==> src/rtl/seq_shift_add_mult8_if.sv <==
// Operand/product handshake bundle for the sequential shift-and-add multiplier.
// The producer/consumer side uses the master modport, the multiplier uses slave.
interface seq_shift_add_mult8_if #(
  parameter int WIDTH = 8
);
  logic                 in_valid;
  logic                 in_ready;
  logic [WIDTH-1:0]     a;
  logic [WIDTH-1:0]     b;
  logic                 out_valid;
  logic                 out_ready;
  logic [2*WIDTH-1:0]   product;
  logic                 busy;

  modport master (
    output in_valid, a, b, out_ready,
    input  in_ready, out_valid, product, busy
  );

  modport slave (
    input  in_valid, a, b, out_ready,
    output in_ready, out_valid, product, busy
  );
endinterface

==> src/rtl/seq_shift_add_mult8.sv <==
// Iterative unsigned radix-2 shift-and-add multiplier.
// One partial-product addition per clock through a generate/propagate carry
// adder; an operand pair is accepted in IDLE, WIDTH BUSY edges build the
// product in {ACC, Q}, and the result is presented in DONE until taken.
module seq_shift_add_mult8 #(
  parameter int WIDTH = 8
) (
  input  logic                clk,
  input  logic                rst,
  seq_shift_add_mult8_if.slave bus
);

  localparam int CW = $clog2(WIDTH + 1);
  localparam logic [CW-1:0] LAST_ITER = CW'(WIDTH - 1);
  localparam logic [CW-1:0] ONE_CNT   = CW'(1);

  typedef enum logic [1:0] {
    IDLE = 2'd0,
    BUSY = 2'd1,
    DONE = 2'd2
  } state_t;

  state_t               state_r;
  logic [WIDTH-1:0]     m_r;
  logic [WIDTH-1:0]     acc_r;
  logic [WIDTH-1:0]     q_r;
  logic [CW-1:0]        count_r;
  logic                 out_valid_r;
  logic                 busy_r;
  logic [2*WIDTH-1:0]   product_r;

  logic [WIDTH:0]       sum_s;
  logic [WIDTH-1:0]     acc_next_s;
  logic [WIDTH-1:0]     q_next_s;
  logic                 last_s;

  // WIDTH + WIDTH -> WIDTH+1 add using generate/propagate carry terms;
  // the carry out lands in the top bit so nothing is lost.
  function automatic logic [WIDTH:0] cla_add(
    input logic [WIDTH-1:0] x,
    input logic [WIDTH-1:0] y
  );
    logic [WIDTH-1:0] g;
    logic [WIDTH-1:0] p;
    logic [WIDTH:0]   c;
    g = x & y;
    p = x ^ y;
    c = {(WIDTH + 1){1'b0}};
    for (int i = 0; i < WIDTH; i++) begin
      c[i+1] = g[i] | (p[i] & c[i]);
    end
    return {c[WIDTH], p ^ c[WIDTH-1:0]};
  endfunction

  // Partial-product step: add M when the current multiplier bit is set,
  // then shift the WIDTH+1-bit sum right into {ACC, Q}.
  always_comb begin
    sum_s = {(WIDTH + 1){1'b0}};
    if (q_r[0]) begin
      sum_s = cla_add(acc_r, m_r);
    end else begin
      sum_s = {1'b0, acc_r};
    end
    acc_next_s = sum_s[WIDTH:1];
    q_next_s   = {sum_s[0], q_r[WIDTH-1:1]};
    last_s     = (count_r == LAST_ITER);
  end

  // Control FSM and datapath registers; reset aborts any operation in flight.
  always_ff @(posedge clk) begin
    if (rst) begin
      state_r     <= IDLE;
      m_r         <= {WIDTH{1'b0}};
      acc_r       <= {WIDTH{1'b0}};
      q_r         <= {WIDTH{1'b0}};
      count_r     <= {CW{1'b0}};
      out_valid_r <= 1'b0;
      busy_r      <= 1'b0;
      product_r   <= {(2 * WIDTH){1'b0}};
    end else begin
      case (state_r)
        IDLE: begin
          if (bus.in_valid) begin
            m_r     <= bus.a;
            q_r     <= bus.b;
            acc_r   <= {WIDTH{1'b0}};
            count_r <= {CW{1'b0}};
            busy_r  <= 1'b1;
            state_r <= BUSY;
          end else begin
            state_r <= IDLE;
          end
        end
        BUSY: begin
          acc_r   <= acc_next_s;
          q_r     <= q_next_s;
          count_r <= count_r + ONE_CNT;
          if (last_s) begin
            product_r   <= {acc_next_s, q_next_s};
            out_valid_r <= 1'b1;
            busy_r      <= 1'b0;
            state_r     <= DONE;
          end else begin
            state_r <= BUSY;
          end
        end
        DONE: begin
          if (bus.out_ready) begin
            out_valid_r <= 1'b0;
            state_r     <= IDLE;
          end else begin
            state_r <= DONE;
          end
        end
        default: begin
          out_valid_r <= 1'b0;
          busy_r      <= 1'b0;
          state_r     <= IDLE;
        end
      endcase
    end
  end

  // Acceptance is gated by rst so no operand is taken on a reset edge.
  assign bus.in_ready  = (state_r == IDLE) && !rst;
  assign bus.out_valid = out_valid_r;
  assign bus.product   = product_r;
  assign bus.busy      = busy_r;

endmodule
==> src/flat_wrapper.sv <==
// flat-port wrapper written by rule: the top's interface ports become plain ports
module seq_shift_add_mult8_flat 
#(
  parameter int WIDTH = 8
)
  (clk, rst, bus_in_valid, bus_a, bus_b, bus_out_ready, bus_in_ready, bus_out_valid, bus_product, bus_busy);
  seq_shift_add_mult8_if #(.WIDTH(WIDTH)) bus_i ();
  input  logic clk;
  input  logic rst;
  input wire logic [$bits(bus_i.in_valid)-1:0] bus_in_valid;
  input wire logic [$bits(bus_i.a)-1:0] bus_a;
  input wire logic [$bits(bus_i.b)-1:0] bus_b;
  input wire logic [$bits(bus_i.out_ready)-1:0] bus_out_ready;
  output wire logic [$bits(bus_i.in_ready)-1:0] bus_in_ready;
  output wire logic [$bits(bus_i.out_valid)-1:0] bus_out_valid;
  output wire logic [$bits(bus_i.product)-1:0] bus_product;
  output wire logic [$bits(bus_i.busy)-1:0] bus_busy;
  assign bus_i.in_valid = bus_in_valid;
  assign bus_i.a = bus_a;
  assign bus_i.b = bus_b;
  assign bus_i.out_ready = bus_out_ready;
  assign bus_in_ready = bus_i.in_ready;
  assign bus_out_valid = bus_i.out_valid;
  assign bus_product = bus_i.product;
  assign bus_busy = bus_i.busy;
  seq_shift_add_mult8 #(.WIDTH(WIDTH)) u_core (.clk(clk), .rst(rst), .bus(bus_i));
endmodule
==> config.mk <==
export PLATFORM = sky130hd
export DESIGN_NAME = seq_shift_add_mult8_flat
export DESIGN_NICKNAME = d
export VERILOG_FILES = /design/src/rtl/seq_shift_add_mult8_if.sv /design/src/rtl/seq_shift_add_mult8.sv /design/src/flat_wrapper.sv
export SDC_FILE = /design/constraint.sdc
export NUM_CORES = 1
export LEC_CHECK = 0
export BUFFER_PORTS_ARGS = -buffer_cell sky130_fd_sc_hd__buf_2
export CAP_MARGIN = 20
export CORE_MARGIN = 4
export CORE_UTILIZATION = 49
export CTS_CLUSTER_DIAMETER = 60
export DETAILED_ROUTE_END_ITERATION = 7
export GPL_TIMING_DRIVEN = 0
export PLACE_DENSITY = 0.79
export SLEW_MARGIN = 20
export SYNTH_ARGS = -nofsm -noshare
export SYNTH_HDL_FRONTEND = slang
export SYNTH_SLANG_ARGS = --single-unit
==> constraint.sdc <==
create_clock -name clk -period 3.4 [get_ports clk]
set_input_delay 0.34 -clock clk [delete_from_list [all_inputs] [get_ports clk]]
set_output_delay 0.34 -clock clk [all_outputs]
set_load 0.03 [all_outputs]
---- Yosys cells after proc, flatten, opt, wreduce, memory -nomap -nowiden ----
Index checks and enable logic that the tools add are counted.
word-level totals
  register bits ........................... 48
  bits of input ports ..................... 20
  output and inout bits ................... 19
  word-level logic and storage cells ...... 60
cells by class
  add/sub/neg operators ................... 1
  equality and inequality tests ........... 6
  multiplexer cells ....................... 17
  bitwise logic cells ..................... 19
  reductions and logical operators ........ 9
operators by type and width
  cell                                                                   count
  8-bit one-hot mux with 2 select lines                                  2
  8-bit 2-to-1 mux                                                       2
  8-bit bitwise XOR                                                      2
  9-bit 2-to-1 mux                                                       1
  8-bit AND                                                              1
  4-bit one-hot mux with 2 select lines                                  1
  1-bit AND                                                              7
  1-bit OR                                                               7
  1-bit one-hot mux with 3 select lines                                  2
  2-bit one-hot mux with 3 select lines                                  1
  2-bit AND reduction                                                    3
  3-bit AND reduction                                                    2
  1-bit 2-to-1 mux                                                       5
  4-bit by 1-bit adder with 4-bit output, second input constant          1
  4-bit by 3-bit equality test with 1-bit output, second input constant  1
  2-bit 2-to-1 mux                                                       2
  4-bit 2-to-1 mux                                                       1
  2-bit != test, second input constant                                   2
  2-bit by 1-bit equality test with 1-bit output, second input constant  1
  2-bit equality test, second input constant                             1
  2-bit zero test                                                        1
  2-bit by 1-bit != test with 1-bit output, second input constant        1
  1-bit inverter                                                         2
  2-bit nonzero test                                                     1
  other kinds (2)                                                        2

---- Logic depth before layout (Yosys ltp) ----
Gate-level depths: netlist (run 1).
  word-level depth ........................ 17
  gate-level depth with buffers ........... 11
  gate-level depth less buffers ........... 11

---- Least setup slack after synthesis (run 1) ----
OpenSTA, ideal clock, no wires.
  path kind ............................... register to register
  start point ............................. register u_core.acc_r[0]
  end point ............................... register u_core.product_r[14] (netlist: u_core.bus.product[14])
  library setup time ...................... 0.132 ns
  data arrival time ....................... 3.628 ns
  required time ........................... 3.268 ns
  setup slack ............................. -0.360 ns
  cell stages (with the launch flop) ...... 12
  buffers on the path ..................... 0
  period minus slack after synthesis ...... 3.760 ns
  cell sequence ........................... dfxtp_1 -> ha_1 -> fa_1 -> fa_1 -> fa_1 -> fa_1 -> fa_1 -> fa_1 -> fa_1 -> mux2_2 -> nor3_1 -> nor3_1
between the ends
  longest elaborated chain between the ends .. 15
ends and longest elaborated chain
  element                 line                       text
  from (decl)             seq_shift_add_mult8.sv:25  logic [WIDTH-1:0] acc_r;
  from (signal assigned)  seq_shift_add_mult8.sv:74  acc_r <= {WIDTH{1'b0}};
  from (signal assigned)  seq_shift_add_mult8.sv:86  acc_r <= {WIDTH{1'b0}};
  from (signal assigned)  seq_shift_add_mult8.sv:95  acc_r <= acc_next_s;
  8-bit AND               seq_shift_add_mult8.sv:46  g = x & y;
  1-bit AND               seq_shift_add_mult8.sv:50  c[i+1] = g[i] | (p[i] & c[i]);
  1-bit OR                seq_shift_add_mult8.sv:50
  1-bit AND               seq_shift_add_mult8.sv:50
  1-bit OR                seq_shift_add_mult8.sv:50
  1-bit AND               seq_shift_add_mult8.sv:50
  1-bit OR                seq_shift_add_mult8.sv:50
  1-bit AND               seq_shift_add_mult8.sv:50
  1-bit OR                seq_shift_add_mult8.sv:50
  1-bit AND               seq_shift_add_mult8.sv:50
  1-bit OR                seq_shift_add_mult8.sv:50
  1-bit AND               seq_shift_add_mult8.sv:50
  1-bit OR                seq_shift_add_mult8.sv:50
  8-bit bitwise XOR       seq_shift_add_mult8.sv:52  return {c[WIDTH], p ^ c[WIDTH-1:0]};
  9-bit 2-to-1 mux        seq_shift_add_mult8.sv:59  if (q_r[0]) begin
  to (signal assigned)    seq_shift_add_mult8.sv:79  product_r <= {(2 * WIDTH){1'b0}};
  to (signal assigned)    seq_shift_add_mult8.sv:99  product_r <= {acc_next_s, q_next_s};
  to (decl)               seq_shift_add_mult8.sv:30  logic [2*WIDTH-1:0] product_r;
Every way passes these cells.
A chain may end at the register's enable or synchronous reset.

---- Final worst setup path (run 1) ----
Same ends and word-level chain as after synthesis.

==> impl_metrics.yaml, run 1 <==
pwr:
  ir_drop_mv: 0.304
  p_leak_nw: 1.06
  total_power_mw: 1.14
  p_per_area_nw_per_um2: 442
clocking:
  clock_path_buffers: 2
  clock_sinks: 48
  clk_pin_slew_ns: 0.09
  h-tree-depth: 2
  clock_latency_ns: 0.30
  cts_root_buf: "clkbuf_8"
  cts_buffers: 5
  cts_tree: "done"
detailed_routing:
  drt-initial-drc-count: 165
  wl_met3_um: 332
  viasPerCell: 5.61
  highest_layer: "met4"
  via_count: 1879
  wl_met1_mm: 2.24
  post_drt_wl_per_cell_um: 15.2
  dr.pass1.iters: 4
  antenna_left: 0
  drt_wl_total_mm: 5.08
  drc: 0
  wl_met2_mm: 2.42
sta:
  rsz0062_at_grt: "yes"
  final_hold_viol_count: 0
  setup_slack_ns: -0.145
  post-route-period-util_pct: 104
  maxSlewViolCount: 0
  worstMarginPinSlew_ns: 0.562
  relSlewSlack_pct: 62.5
  period_minus_slack_ns: 3.54
  setup_viol: 2
  fmax_ghz: 0.282
  finalHoldWorstSlack_ns: 0.266
  finClkSkew_ns: 0.00780
die:
  fp.dieW_um: 74.6
  die_h_um: 74.6
  num_rows: 23
  initial_utilization_pct: 52.4
  coreArea_sq_um: 4140
  fp.dieArea_sq_um: 5560
  io_pins: 39
logic_synthesis:
  synth_flop_cell: "dfxtp_1"
  ys_types: 32
  synth-seq-cells: 48
  synthArstFlopShare_pct: 0
  syn_area_per_cell_sq_um: 9.08
  synthesis.nets: 268
  synth_edf_count: 0
  yosysWarnings: 0
  synth-seq-area-share_pct: 44.3
  synth.cell_area_sq_um: 2170
  syn-instance-count: 239
setup_path:
  reg2reg_from: "u_core.acc_r[0]"
  r2r_setup_slack_ns: -0.14
  cp_max_fo: 2
  r2r_end: "u_core.bus.product[14]"
  worstPathArrival_ns: 3.71
  critical_path.endpoint: "u_core.bus.product[14]"
  critical_path.endpoint_type: "flop"
  required_ns: 3.57
  r2r_cells: 11
  path_class: "reg -> reg"
  worstSetupStartpoint: "u_core.acc_r[0]"
  start_kind: "flop"
cells_and_area:
  drive_gt1_share_pct: 30.2
  fillers: 367
  layout_common_cells: "46 x dfxtp_1, 44 x buf_2, 36 x a21oi_1"
  final_common_cell: "dfxtp_1"
  final_nets: 313
  num_antenna_cells: 0
  finalInstanceArea_sq_um: 2580
  areaGrowthSynthToFinish_pct: 18.8
hold_path:
  hold_class: "in -> reg"
  hp-start: "bus_a[0]"
placed_design:
  postPlaceCellArea_sq_um: 2440
  portBuffers: 37
  gp_congestion: 0.806
  hpwl_mm: 3.53
global_routing:
  overflow: 0
  antenna_found_initial: 0
  grt_usage_pct: 20.0
  grt_pass1_wl_mm: 8.58
  grt_pass1_vias: 1810
  grt_start_max_net_pins: 15
outcome:
  outcome: "finished, violations left"
  violations: "negative setup slack"
flow_run:
  maxCapViolations: 0
==> power by group <==
group | total, mW | switching (mW) | internal (mW) | leakage (nW)
sequential | 0.596 | 0.0145 | 0.581 | 0.392
clock | 0.405 | 0.186 | 0.218 | 0.0552
combinational | 0.140 | 0.0847 | 0.0551 | 0.609
total | 1.14 | 0.286 | 0.855 | 1.06
==> cells by family (layout without fill, tap and decap cells) <==
| logic type | count (synthesis) | in the layout | synth area share, % |
|---|---|---|---|
| DFF | 48 | 48 | 44.3 |
| muxes | 8 | 8 | 4.15 |
| adders and majority gates | 9 | 9 | 7.61 |
| buffers and inverters | 22 | 68 | 6.80 |
| AOI/OAI and AO/OA | 67 | 67 | 18.8 |
| and+or+nand+nor | 85 | 85 | 18.3 |
==> stage by stage <==
stage          setup slack [ns]  instances  TNS (ns)  utilization [%]
2_1_floorplan           -0.0907        239    -0.179                -
3_3_place_gp             -0.170        326    -0.334             58.9
3_5_place_dp             -0.191        326    -0.381             58.9
4_1_cts                  -0.163        335    -0.325             62.2
5_1_grt                  -0.230        335    -0.431             62.3
6_report                 -0.145        335    -0.280             62.3
==> final cells by class <==
cell class	count	area (sq um)	share of cell area, %
Buffer	22	148	5.72
Tap cell	50	62.6	2.42
Sequential cell	48	963	37.3
Multi-Input combinational cell	169	1110	42.9
Clock buffer	6	72.6	2.81
Timing Repair Buffer	38	193	7.47
Clock inverter	2	35.0	1.36
==> metal layers <==
layer / track usage, % / up-vias
met4: 6.92 / 0
met2: 31.7 / 61
met1: 27.0 / 877
li1: - / 933
met5: 0 / -
met3: 4.19 / 8
==> critical path, cell delays in order, from the launching register on <==
cell and delay [ns]:
dfxtp_2 0.35, ha_4 0.16, fa_2 0.33, fa_2 0.34, fa_2 0.34, fa_2 0.34, fa_2 0.34, fa_2 0.35
fa_2 0.40, mux2_4 0.29, nor3_2 0.12, nor3_1 0.06
==> sequential cells by signal (all words and copies together) (netlist names) <==
| register | cells |
|---|---|
| u_core.bus.product | 16 |
| u_core.acc_r | 8 |
| u_core.count_r | 4 |
| u_core.m_r | 8 |
| u_core.bus.busy | 1 |
| u_core.bus.out_valid | 1 |
| u_core.q_r | 8 |
| u_core.state_r | 2 |
==> timing repair <==
| action | CTS | global route |
|---|---|---|
| endpoints found under the setup margin | 2 | 3 |
| hold buffers | 0 | 0 |
| resized for setup | 4 | 1 |
| pin swaps | 0 | 1 |
| setup buffers | 1 | 0 |
| endpoints found under the hold margin | 0 | 0 |
==> synth_stat cells (all sizes together) (4+ instances only) <==
cell    instances  share of area [%]
buf            18                6.1
nor3           19                4.4
o21ai           9                2.1
nand3          10                2.3
clkbuf          4               0.69
nand2          28                4.8
mux2            8                4.2
nor2           20                3.5
a22oi           7                2.4
a21oi          36                8.3
fa              7                6.5
dfxtp          48                 44
a211oi          8                2.8
==> worst min-delay path by stage <==
| stage | to | cells after the start |
|---|---|---|
| 2_1_floorplan | u_core.m_r[0] | 2 |
| 3_3_place_gp | u_core.bus.out_valid | 2 |
| 3_5_place_dp | u_core.bus.product[2] | 2 |
| 4_1_cts | u_core.m_r[0] | 3 |
| 5_1_grt | u_core.m_r[4] | 3 |
| 6_report | u_core.m_r[0] | 3 |
Power figures use the tool's default switching activity.
==> inputs of run 2 (changes only) <==
--- a/config.mk
+++ b/config.mk
@@ -7,6 +7,7 @@
 export LEC_CHECK = 0
 export BUFFER_PORTS_ARGS = -buffer_cell sky130_fd_sc_hd__buf_2
 export CAP_MARGIN = 20
+export CORE_ASPECT_RATIO = 0.5
 export CORE_MARGIN = 4
 export CORE_UTILIZATION = 49
 export CTS_CLUSTER_DIAMETER = 60
==> run 2 against run 1 <==
  * The run still ends with negative setup slack left
  * Sequential cell count unchanged
  * Die area increased by 1.2%
  * Sequential power about the same
  * Total power decreased by 3.8%
  * Sequential share of layout area increased by 0.15 points
  * Design area decreased by 0.39%
  * Utilization increased by 0.67 points
  * Non-clock buffer count unchanged
  * Clock skew decreased by 0.0051 ns
==> impl_metrics.yaml, run 2 (synthesized netlist as in run 1, its figures left out) <==
cells_and_area:
  num_antenna_cells: 0
  drive_gt1_share_pct: 30.5
  final_common_cell: "dfxtp_1"
  final_nets: 313
  largest_reg_flops: 16
  layout_common_cells: "46 x dfxtp_1, 44 x buf_2, 36 x a21oi_1"
  areaGrowthSynthToFinish_pct: 18.4
detailed_routing:
  drt-initial-drc-count: 125
  drc: 0
  drt_wl_total_mm: 5.38
  viasPerCell: 5.53
  post_drt_wl_per_cell_um: 15.9
  dr.pass1.iters: 6
  via_count: 1874
  antenna_left: 0
sta:
  worstMarginPinSlew_ns: 0.565
  final_hold_viol_count: 0
  setup_slack_ns: -0.204
  relSlewSlack_pct: 62.3
  rsz0062_at_grt: "yes"
  maxSlewViolCount: 0
  fmax_ghz: 0.277
  setup_viol: 2
  post-route-period-util_pct: 106
  period_minus_slack_ns: 3.60
  finClkSkew_ns: 0.00270
  fin_setup_tns_ns: -0.402
global_routing:
  grt_usage_pct: 21.1
  grt_start_max_net_pins: 15
  grt_pass1_wl_mm: 8.73
  overflow: 0
  grt_pass1_vias: 1809
  antenna_found_initial: 0
clocking:
  clock_path_buffers: 2
  cts_root_buf: "clkbuf_8"
  cts_tree: "done"
  clock_latency_ns: 0.31
  clk_pin_slew_ns: 0.09
  clock_sinks: 48
  cts_buffers: 5
  h-tree-depth: 2
setup_path:
  critical_path.endpoint_type: "flop"
  r2r_setup_slack_ns: -0.20
  worstSetupStartpoint: "u_core.m_r[0]"
  path_class: "reg -> reg"
  required_ns: 3.59
  worstPathArrival_ns: 3.80
  reg2reg_from: "u_core.m_r[0]"
  critical_path.endpoint: "u_core.acc_r[6]"
  r2r_cells: 11
  r2r_end: "u_core.acc_r[6]"
  start_kind: "flop"
  cp_max_fo: 2
pwr:
  p_seq_share_pct: 54.4
  net-switching-power_mw: 0.298
  switching_share_pct: 27.2
  ir_drop_mv: 0.188
  p_per_area_nw_per_um2: 427
  p_leak_nw: 1.05
  clockPowerShare_pct: 32.7
  p_int_mw: 0.799
  combPwrFrac_pct: 12.9
placed_design:
  place_ws_ns: -0.214
  gp_congestion: 0.812
  portBuffers: 37
  hpwl_mm: 3.72
die:
  die_h_um: 55.1
  fp.dieW_um: 102
  coreArea_sq_um: 4080
  io_pins: 39
  num_rows: 16
  fp.dieArea_sq_um: 5620
  initial_utilization_pct: 53.2
flow_run:
  maxCapViolations: 0
hold_path:
  hold_class: "in -> reg"
  hp-start: "bus_a[0]"
outcome:
  outcome: "finished, violations left"
  violations: "negative setup slack"
-- run 2: worst min path at each step --
stage | end | slack [ns] | cells past startpoint
global route | u_core.m_r[5] | 0.25 | 3
global placement | u_core.bus.out_valid | 0.44 | 2
finish | u_core.m_r[0] | 0.25 | 3
CTS | u_core.m_r[0] | 0.25 | 3
floorplan | u_core.m_r[0] | 0.44 | 2
detailed placement | u_core.bus.out_valid | 0.45 | 2
-- run 2: final cells by class --
class                   instances  area [sq um]
plain buffers                  22           148
clock buffers                   6          82.6
clock inverters                 2          10.0
fillers                       368          1510
multi-input cells             169          1110
flip-flops and latches         48           963
well taps                      54          67.6
repair buffers                 38           193
-- run 2: worst max-delay path: stages, from the launching register on --
cell,delay [ns]
dfxtp_2,0.34
ha_4,0.16
fa_2,0.34
fa_2,0.34
fa_2,0.35
fa_2,0.35
fa_2,0.36
fa_2,0.36
fa_2,0.42
mux2_4,0.29
a22oi_2,0.12
nor2_1,0.06
-- run 2: power by group through the flow --
stage	Clock [mW]	Sequential [mW]	Combinational, mW
3_3_place_gp	0	0.608	0.133
5_1_grt	0.386	0.599	0.154
2_1_floorplan	0	0.607	0.0948
3_5_place_dp	0	0.609	0.137
4_1_cts	0.364	0.596	0.139
6_report	0.359	0.596	0.141
-- run 2: repair_timing --
item,in CTS,in global routing
setup buffers,1,0
hold buffers,0,0
setup endpoints to repair,2,4
gates resized for setup,4,1
cloned,0,0
pin swaps,0,1
-- run 2: per-stage QoR --
stage	hold WS, ns	area [sq um]	instances	power, mW	util, %
final	0.253	2570	339	1.10	62.9
after CTS	0.247	2570	339	1.10	62.9
after detailed placement	0.452	2450	330	0.746	59.9
after floorplan	0.443	2190	239	0.702	-
after global placement	0.440	2450	330	0.741	59.9
after global routing	0.253	2570	339	1.14	62.9
-- run 2: layer usage --
| layer | global-route usage, % | part of all wire [%] | vias to the layer above |
|---|---|---|---|
| li1 | - | - | 929 |
| met1 | 26.7 | 48 | 882 |
| met2 | 34.4 | 46 | 51 |
| met3 | 4.26 | 4.7 | 12 |
| met4 | 12.0 | 2.0 | 0 |
| met5 | 0 | 0 | - |
